==> src/rtl/mem_wb_pipe.sv <==
// MEM/WB pipeline stage: NCH write-back lanes behind a 2-entry skid buffer.
// Registered in_ready, synchronous flush, optional x0 write suppression.
module mem_wb_pipe #(
  parameter int DATA_W        = 32,
  parameter int ADDR_W        = 5,
  parameter int NCH           = 1,
  parameter bit ZERO_SUPPRESS = 1
) (
  input  logic                  clk,
  input  logic                  rst,
  input  logic                  flush,
  input  logic                  in_valid,
  output logic                  in_ready,
  input  logic [NCH*ADDR_W-1:0] mem_rd,
  input  logic [NCH*DATA_W-1:0] mem_wdata,
  input  logic [NCH-1:0]        mem_wreg,
  output logic                  wb_valid,
  input  logic                  wb_ready,
  output logic [NCH*ADDR_W-1:0] wb_rd,
  output logic [NCH*DATA_W-1:0] wb_wdata,
  output logic [NCH-1:0]        wb_wreg,
  output logic [1:0]            occupancy
);

  typedef enum logic [1:0] {
    EMPTY = 2'd0,
    ONE   = 2'd1,
    TWO   = 2'd2
  } state_t;

  state_t state_q, state_d;
  logic   rdy_q;

  logic [NCH*ADDR_W-1:0] h_rd, s_rd;
  logic [NCH*DATA_W-1:0] h_wdata, s_wdata;
  logic [NCH-1:0]        h_wreg, s_wreg;
  logic [NCH-1:0]        cap_wreg;

  logic push, pop;
  logic ld_h_in, ld_h_s, ld_s;

  for (genvar i = 0; i < NCH; i++) begin : g_lane
    if (ZERO_SUPPRESS) begin : g_zs
      assign cap_wreg[i] = mem_wreg[i] &
                           (|mem_rd[i*ADDR_W +: ADDR_W]);
    end else begin : g_nzs
      assign cap_wreg[i] = mem_wreg[i];
    end
  end

  assign wb_valid  = (state_q != EMPTY);
  assign in_ready  = rdy_q;
  assign push      = in_valid & rdy_q;
  assign pop       = wb_valid & wb_ready;
  assign occupancy = state_q;
  assign wb_rd     = h_rd;
  assign wb_wdata  = h_wdata;
  assign wb_wreg   = h_wreg & {NCH{wb_valid}};

  always_comb begin
    state_d = state_q;
    ld_h_in = 1'b0;
    ld_h_s  = 1'b0;
    ld_s    = 1'b0;
    if (flush) begin
      state_d = EMPTY;
    end else begin
      unique case (state_q)
        EMPTY: begin
          if (push) begin
            state_d = ONE;
            ld_h_in = 1'b1;
          end
        end
        ONE: begin
          if (push && !pop) begin
            state_d = TWO;
            ld_s    = 1'b1;
          end else if (push && pop) begin
            ld_h_in = 1'b1;
          end else if (pop) begin
            state_d = EMPTY;
          end
        end
        TWO: begin
          if (pop) begin
            state_d = ONE;
            ld_h_s  = 1'b1;
          end
        end
        default: state_d = EMPTY;
      endcase
    end
  end

  // in_ready comes from the next state so it never sees wb_ready combinationally
  always_ff @(posedge clk or negedge rst) begin
    if (!rst) begin
      state_q <= EMPTY;
      rdy_q   <= 1'b1;
      h_rd    <= '0;
      h_wdata <= '0;
      h_wreg  <= '0;
      s_rd    <= '0;
      s_wdata <= '0;
      s_wreg  <= '0;
    end else begin
      state_q <= state_d;
      rdy_q   <= (state_d != TWO);
      if (ld_h_in) begin
        h_rd    <= mem_rd;
        h_wdata <= mem_wdata;
        h_wreg  <= cap_wreg;
      end else if (ld_h_s) begin
        h_rd    <= s_rd;
        h_wdata <= s_wdata;
        h_wreg  <= s_wreg;
      end
      if (ld_s) begin
        s_rd    <= mem_rd;
        s_wdata <= mem_wdata;
        s_wreg  <= cap_wreg;
      end
    end
  end

endmodule

==> config.mk <==
export PLATFORM = sky130hd
export DESIGN_NAME = mem_wb_pipe
export DESIGN_NICKNAME = d
export VERILOG_FILES = /design/src/rtl/mem_wb_pipe.sv
export SDC_FILE = /design/constraint.sdc
export NUM_CORES = 1
export LEC_CHECK = 0
export BUFFER_PORTS_ARGS = -buffer_cell sky130_fd_sc_hd__buf_2
export CAP_MARGIN = 40
export CORE_MARGIN = 2
export CORE_UTILIZATION = 59
export CTS_BUF_LIST = sky130_fd_sc_hd__clkbuf_4 sky130_fd_sc_hd__clkbuf_8
export DETAILED_ROUTE_END_ITERATION = 10
export GPL_TIMING_DRIVEN = 0
export HOLD_SLACK_MARGIN = 0.06
export PLACE_DENSITY_LB_ADDON = 0.15
export SLEW_MARGIN = 25
export SYNTH_ARGS = -nofsm -noshare
export SYNTH_HDL_FRONTEND = slang
export SYNTH_SLANG_ARGS = --single-unit
==> constraint.sdc <==
create_clock -name clk -period 3.7 [get_ports clk]
set_input_delay 0.555 -clock clk [delete_from_list [all_inputs] [get_ports clk]]
set_output_delay 0.555 -clock clk [all_outputs]
set_load 0.02 [all_outputs]
==> out/summary.txt, run 1 <==
Setup crit start kind: flip-flop
Hold_buf cts: 0
CTS resizes: 0
Final hold vios: 0
Share of cells above drive strength 1: 40.2%
Crit-path cells: or2_2, and2_1, buf_2
Drt drc: 0
Avg WL per Cell: 15.6 um
Outcome: finished, final reports clean
Synth Area in Compound Gates: 6.28%
Post-synthesis xor/xnor area fraction: 0.262%
ANT nets after route: 0
Worst EP required: 3.14 ns
Worst skew pair latency: 0.36 ns
Simple-gate share of the synthesized area: 6.77%
Period minus WS final: 1.99 ns
Chip width: 79.3 um
Final HPWL DP: 4620 um
Worst EP arrival: 1.43 ns
Clk pin slew, worst setup/hold paths: 0.08 ns
Area occupied by multi-input gates: 1250 um2
Site row count: 27
Max-Cap Viols: 0
Post-synth top area share: 58.3%
TritonCTS clock tree: yes
Die height: 79.3 um
FF-to-FF setup slack: 1.77 ns
Most common cell after layout, fill and taps aside: buf_2
Gr usage total: 24.0%
Final Max Slew Viols: 0
Tot Pwr: 2.54 mW
Most frequent cells in the layout: buf_2, dfrtp_1, mux2i_1
Number of global-route vias before repair: 2,369
Diode count: 0
Synth Warn #: 0
Worst path bufs/invs: 1
Leak: 1.88 nW
Via density: 5.36
Final WL: 6850 um
First-pass GRT wire length: 11,300 um
Die area: 6290 um2
F_max: 0.503 GHz
Setup bufs post-CTS: 0
Worst Tran Pin Value: 0.598 ns
Pin count of the biggest net entering global routing: 48
Clock sink count: 79
Initial antenna violation count: 0
Family with the most delay on the worst path: simple AND/OR/NAND/NOR gates
RSZ-0062 raised after global routing: no
Mux share of post-synthesis cell area: 24.1%
Crit-path max cell delay: 0.45 ns
Nets: 404
Cells after synthesis: 265
I/O pin count: 85
Synthesized area per cell: 12.6 um2
Syn nets: 308
Htree depth: 3
Starting Density: 60.8%
Worst slew margin: 60.2%
IO buf count: 84
#FFs+latches synth: 79
Clock root buffer: clkbuf_8
CTS max path bufs: 2
Core ar.: 5510 um2
Cts bufs inserted: 9
Critical-path top delay cell: dfrtp_1
Setup TNS: 0 ns
Max FO, Critical Path: 6
Seq. cell area: 1980 um2
Nature of the critical path endpoint: output pin
PwrDens: 610 nW/um2
Maximum vdd ir drop: 386 uV
Routed via count: 2,346
Synth Area in Adders: 0%
# fillers: 396
Dpl cells: 422
Main area contributors after synthesis: dfrtp_1, mux2_2, mux2i_1
Area delta synth->final: 24.3%
Overflow after GRT: 0
Setup Skew: 0.00997 ns
Synth unique cells: 26
Fin crit share: 53.8%
Main combinational cell family by area after synthesis: multiplexers
Setup-failing EPs final: 0
DR pass1 iterations: 4
Hold Path Class: input port to async pin
Non-filler cells, final: 438
Sequential area share after synthesis: 59.1%
Routability congestion estimate: 0.821
Critical path class: flip-flop to output pin
Mapped Area: 3350 um2
Starting DRC count in detailed routing: 152
Cell taking the most area after synthesis: dfrtp_1
-- flip-flops by register name (all words and copies together), names as in the netlist --
signal / cells
s_rd: 5
wb_rd: 5
wb_wdata: 32
s_wreg: 1
in_ready: 1
occupancy: 2
h_wreg: 1
s_wdata: 32
-- synth_stat cells, drive strengths merged --
master and n:
a21oi 37, and2 1, buf 9, clkbuf 7, dfrtp 78, dfstp 1, inv 2, mux2 37
mux2i 39, nand2 3, nand2b 1, nand3b 1, nor2 39, nor2b 1, nor4bb 1, o21a 2
o21ai 2, or2 1, or3b 1, or4 1, xor2 1
-- power by group --
group | internal [mW] | switching [mW]
Clock | 0.544 | 0.311
Combinational | 0.236 | 0.268
Sequential | 1.07 | 0.107
-- cell families after synthesis --
kind of cell	Yosys count
buffers and inverters	18
DFF	79
AOI/OAI and AO/OA	41
and+or+nand+nor	50
xor gates and xnor gates	1
muxes	76
-- metrics by stage --
stage                     instance area, um2  hold slack, ns  util (%)  setup slack (ns)
final                                   4160           0.144      75.6              1.71
after floorplan                         3350           0.259         -              1.97
after detailed placement                3890           0.494      70.6              1.66
after CTS                               4160           0.150      75.6              1.70
after global routing                    4160           0.184      75.6              1.54
after global placement                  3860           0.464      70.1              1.52
-- per-layer routing --
| metal | routed length (um) | GRT usage (%) |
|---|---|---|
| met1 | 2970 | 30.3 |
| met4 | 156 | 11.7 |
| met2 | 3340 | 38.6 |
| met3 | 377 | 6.48 |
| met5 | 0 | 0 |
-- final timing paths --
kind | startpoint | cells past startpoint | end
max | occupancy[1] | 3 | wb_wreg
min | rst | 1 | wb_wdata[2]
max reg2reg | in_ready | 6 | wb_wdata[5]
min reg2reg | s_wreg | 2 | s_wreg
max in group asynchronous | rst | 2 | wb_wdata[7]
min in group clk | flush | 2 | occupancy[0]
-- area by class of cell --
type                       count  area share, %
sequential                    79           47.5
clock buffer                  11           3.49
buffer                        16           2.62
clock inverter                 5           3.10
timing repair buffer          85           10.8
multi-input combinational    168           30.1
inverter                       2          0.180
tap                           72           2.16
(Power assumes the default switching activity.)
==> run 2: changes to the inputs <==
- ABC_AREA: default -> 1
- CORE_UTILIZATION: 59 -> 50
- clock period: 3.7 -> 1.6 ns (I/O delays scaled with it)
==> run 2 against run 1 <==
Against the previous run: cell count grew 34%; setup slack lost 1.6 ns; global-route usage shrank 1.3 points; clock power grew 60%; non-clock buffer count grew 12; flip-flop and latch count is the same; via count grew 30%; area after synthesis grew 4.1%; critical path type unchanged; critical endpoint unchanged; largest power group unchanged; highest routed layer unchanged.
==> out/summary.txt, run 2 <==
Commonest cells post-synth: nand2_1, nand3_1, dfrtp_1
Worst hold slack: 0.117 ns
Mux share of post-synthesis cell area: 0%
Non-filler cells, final: 585
Sequential Power Share: 51.9%
Clock network power share: 26.8%
DR pass1 iterations: 4
Main area contributors after synthesis: dfrtp_1, nand2_1, nand3_1
Outcome: finished, final reports clean
Met3 Usage GRT: 3.51%
Main combinational cell family by area after synthesis: simple AND/OR/NAND/NOR gates
Synth Area in Adders: 0%
Worst skew pair latency: 0.35 ns
Mapped Area: 3480 um2
Setup-failing EPs final: 0
Leak: 2.28 nW
Sw power: 1.70 mW
Setup crit start kind: flip-flop
Synth unique cells: 20
Worst EP arrival: 1.30 ns
Maximum vdd ir drop: 666 uV
Die height: 87.5 um
Starting Density: 51.6%
Nets: 543
Avg WL per Cell: 14.1 um
Synth Area in Compound Gates: 0.575%
Sw Ratio: 33.3%
First-pass GRT wire length: 13,300 um
Worst EP required: 1.36 ns
Post-synthesis xor/xnor area fraction: 0%
Sequential area share after synthesis: 56.8%
Core ar.: 6760 um2
Most used routing layer: met2
Number of global-route vias before repair: 2,817
Final hold vios: 0
Worst slew margin: 68.0%
Share of cells above drive strength 1: 27.5%
Pin count of the biggest net entering global routing: 54
# fillers: 618
Core Util, Final: 62.5%
Chip width: 87.5 um
CTS max path bufs: 2
Critical path class: flip-flop to output pin
Final WL: 8270 um
Clock root buffer: clkbuf_8
Routed via count: 3,047
Max FO, Critical Path: 5
Period minus WS final: 1.54 ns
Initial antenna violation count: 0
Hold_buf cts: 1
TritonCTS clock tree: yes
CTS resizes: 0
IO buf count: 84
Simple-gate share of the synthesized area: 35.9%
Gate power share: 21.3%
Gr usage total: 22.8%
Clk pin slew, worst setup/hold paths: 0.09 ns
Cell taking the most area after synthesis: dfrtp_1
Clock sink count: 79
I/O pin count: 85
Worst Tran Pin Value: 0.480 ns
Die area: 7650 um2
Nature of the critical path endpoint: output pin
ANT nets after route: 0
M1 GR Usage: 30.8%
Post-synth EDFFs: 0
#FFs+latches synth: 79
Met2 usage: 35.3%
Area delta synth->final: 21.3%
Synthesized area per cell: 8.65 um2
Internal power: 3.41 mW
Drt drc: 0
Cell with the most instances after synthesis: nand2_1
F_max: 0.650 GHz
Cell count of the worst hold path: 3
Diode count: 0
Overflow after GRT: 0
Most frequent cells in the layout: nand2_1, nand3_1, buf_2
RSZ-0062 raised after global routing: no
Hold Path Class: input port to flip-flop
PwrDens: 1210 nW/um2
Async SR Flop Fraction: 100%
Most common cell after layout, fill and taps aside: nand2_1
Synth Warn #: 0
Seq. cell area: 1980 um2
Syn nets: 446
Htree depth: 3
Final Max Slew Viols: 0
Primary FF master, synth: dfrtp_1
Setup bufs post-CTS: 0
Cells after synthesis: 403
Site row count: 30
Starting DRC count in detailed routing: 201
FF-to-FF path depth: 6
Max-Cap Viols: 0
Area occupied by multi-input gates: 1270 um2
Cts bufs inserted: 9
Setup Skew: 0.00622 ns
Fin crit share: 96.2%
Via density: 5.21
Final HPWL DP: 5650 um
Post-synth top area share: 56.0%
Routability congestion estimate: 0.772
Dpl cells: 568
==> run 2: final timing paths <==
check,to,start,slack [ns]
worst max-delay path,wb_wreg,occupancy[1],0.06
worst min-delay path,wb_wdata[7],mem_wdata[7],0.12
worst max register to register,wb_wdata[8],occupancy[0],0.21
worst min register to register,s_wdata[22],s_wdata[22],0.48
max in group asynchronous,in_ready,rst,0.62
min in group asynchronous,wb_wdata[25],rst,0.35
==> run 2: worst max-delay path, cell delays in order (launching register included) <==
cell and delay (ns):
dfrtp_1 0.46, nor2_1 0.25, nor2_1 0.08, buf_2 0.16
==> run 2: per-layer routing <==
metal	up-vias	share of wire (%)
li1	1501	-
met1	1447	44
met2	91	50
met3	8	5.1
met4	0	1.3
met5	-	0
==> run 2: cells by family (layout without fill, tap and decap cells) <==
kind of cell,count (synthesis),in the layout
simple gates,283,283
flops,79,79
compound gates,4,4
buf+inv,37,139
==> run 2: power by group through the flow <==
stage | Sequential (mW) | Combinational (mW) | Clock (mW)
after floorplan | 2.87 | 0.474 | 0
after global placement | 2.67 | 1.06 | 0
after detailed placement | 2.68 | 1.10 | 0
after CTS | 2.65 | 1.11 | 1.40
after global routing | 2.69 | 1.23 | 1.48
final | 2.65 | 1.09 | 1.37
==> run 2: through the flow <==
step / instance area [um2] / power, mW / worst slack [ns] / TNS (ns)
2_1_floorplan: 3480 / 3.34 / 0.266 / 0
3_3_place_gp: 4010 / 3.73 / -0.294 / -22.55
3_5_place_dp: 4040 / 3.78 / 0.218 / 0
4_1_cts: 4230 / 5.16 / 0.0410 / 0
5_1_grt: 4230 / 5.40 / 0.0199 / 0
6_report: 4230 / 5.11 / 0.0609 / 0
==> run 2: area by class of cell <==
type,count,area share [%]
Timing Repair Buffer,86,10.9
Buffer,27,4.68
Clock buffer,9,2.93
Sequential cell,79,46.8
Multi-Input combinational cell,287,30.1
Clock inverter,7,1.33
Inverter,10,0.888
Tap cell,80,2.37
==> run 3: changes to the inputs <==
- CORE_UTILIZATION: 50 -> 59
- clock period: 1.6 -> 2 ns (I/O delays scaled with it)
==> run 3 against run 2 <==
Against the previous run: non-clock buffer count stayed put; highest routed layer unchanged; power shrank 12%; critical path type unchanged; die area fell by 15%; combinational power is 20% lower; routed wire length fell by 0.81%; critical endpoint unchanged.
==> out/summary.txt, run 3 (synthesized netlist as in run 2, its figures left out) <==
Outcome: finished, final reports clean
Starting DRC count in detailed routing: 211
Clock root buffer: clkbuf_8
Clk pin slew, worst setup/hold paths: 0.08 ns
Hold Path End: wb_wdata[7]
Worst path bufs/invs: 1
PwrDens: 1040 nW/um2
Final Max Slew Viols: 0
Gr usage total: 27.4%
Most used cell, CP: nor2_1
Setup crit start kind: flip-flop
ANT nets after route: 0
R2R Path End: wb_wdata[3]
Drt drc: 0
Worst skew pair latency: 0.35 ns
Worst EP required: 1.70 ns
Hold Crit Start: mem_wdata[7]
Leak: 2.33 nW
FF-to-FF setup slack: 0.60 ns
FF-to-FF path depth: 6
Maximum vdd ir drop: 760 uV
Critical path class: flip-flop to output pin
Via density: 5.32
Setup-failing EPs final: 0
Worst slew margin: 66.5%
Period minus WS final: 1.55 ns
Starting Density: 62.1%
# fillers: 438
Htree depth: 3
Routed via count: 3,070
Cell count of the worst hold path: 3
Core ar.: 5610 um2
Cts bufs inserted: 9
Clock sink count: 79
Crit-path max cell delay: 0.45 ns
Diode count: 0
Worst EP arrival: 1.25 ns
Core Util, Final: 76.4%
IO buf count: 84
CTS max path bufs: 2
Overflow after GRT: 0
Most common cell after layout, fill and taps aside: nand2_1
RSZ-0062 raised after global routing: no
Hold Path Class: input port to flip-flop
Crit-path cells: nor2_1, nor2_1, buf_2
Pin count of the biggest net entering global routing: 43
Initial antenna violation count: 0
Worst hold slack: 0.179 ns
Most frequent cells in the layout: nand2_1, nand3_1, buf_2
First-pass GRT wire length: 13,500 um
Worst Tran Pin Value: 0.503 ns
Die area: 6540 um2
Seq. cell area: 1980 um2
F_max: 0.646 GHz
Site row count: 27
Tot Pwr: 4.48 mW
Max-Cap Viols: 0
Setup Skew: 0.00978 ns
I/O pin count: 85
Number of global-route vias before repair: 2,909
Max FO, Critical Path: 5
Final hold vios: 0
DR pass1 iterations: 4
Share of cells above drive strength 1: 27.5%
Setup TNS: 0 ns
Area occupied by multi-input gates: 1270 um2
Die height: 80.9 um
Final HPWL DP: 5630 um
Final WL: 8200 um
Nature of the critical path endpoint: output pin
Nets: 543
Fin crit share: 77.4%
Critical-path top delay cell: dfrtp_1
Routability congestion estimate: 0.833
TritonCTS clock tree: yes
RR Startpoint: occupancy[0]
Avg WL per Cell: 14.2 um
Family with the most delay on the worst path: flip-flops
CTS resizes: 0
Area delta synth->final: 22.9%
Chip width: 80.9 um
==> run 3: worst max-delay path by stage <==
stage,start,to,slack [ns],cells past startpoint
after CTS,occupancy[1],wb_wreg,0.42,3
after global routing,occupancy[1],wb_wreg,0.38,3
after detailed placement,flush,s_wdata[17],0.57,8
after global placement,rst,wb_wdata[2],0.08,1
final,occupancy[1],wb_wreg,0.45,3
after floorplan,in_ready,h_wreg,0.67,7
==> run 3: cell type report <==
cell class | instances | area share (%)
inverter | 10 | 0.876
clock inverter | 3 | 2.10
tap | 72 | 2.10
multi-input combinational | 287 | 29.7
timing repair buffer | 86 | 10.6
sequential | 79 | 46.2
clock buffer | 13 | 3.88
buffer | 27 | 4.61
==> run 3: power by group <==
part           internal, mW  switching [mW]  total [mW]
logic                 0.325           0.552       0.877
clock network         0.926           0.548        1.47
registers              1.94           0.187        2.12
total                  3.19            1.29        4.48
==> run 3: tightest hold or removal path, delay by kind of cell <==
| family | cells | cell delay, ns |
|---|---|---|
| simple gates | 2 | 0.10 |
| buf+inv | 1 | 0.09 |
==> run 3: stage by stage <==
step	worst slack, ns	instances	area, um2
detailed placement	0.574	560	4020
global route	0.383	577	4280
global placement	0.0812	559	4000
CTS	0.423	577	4280
floorplan	0.666	403	3480
finish	0.452	577	4280
==> run 3: per-layer routing <==
metal / vias up / wire, um / GRT usage [%]
met5: - / 0 / 0
met4: 0 / 88 / 9.49
met3: 8 / 483 / 4.11
met2: 101 / 4210 / 46.6
met1: 1453 / 3420 / 36.1
li1: 1508 / - / -
==> run 3: timing repair <==
item | CTS | global route
hold buffers | 1 | 0
endpoints found under the hold margin | 36 | 0
setup buffers | 0 | 0
endpoints found under the setup margin | 0 | 0
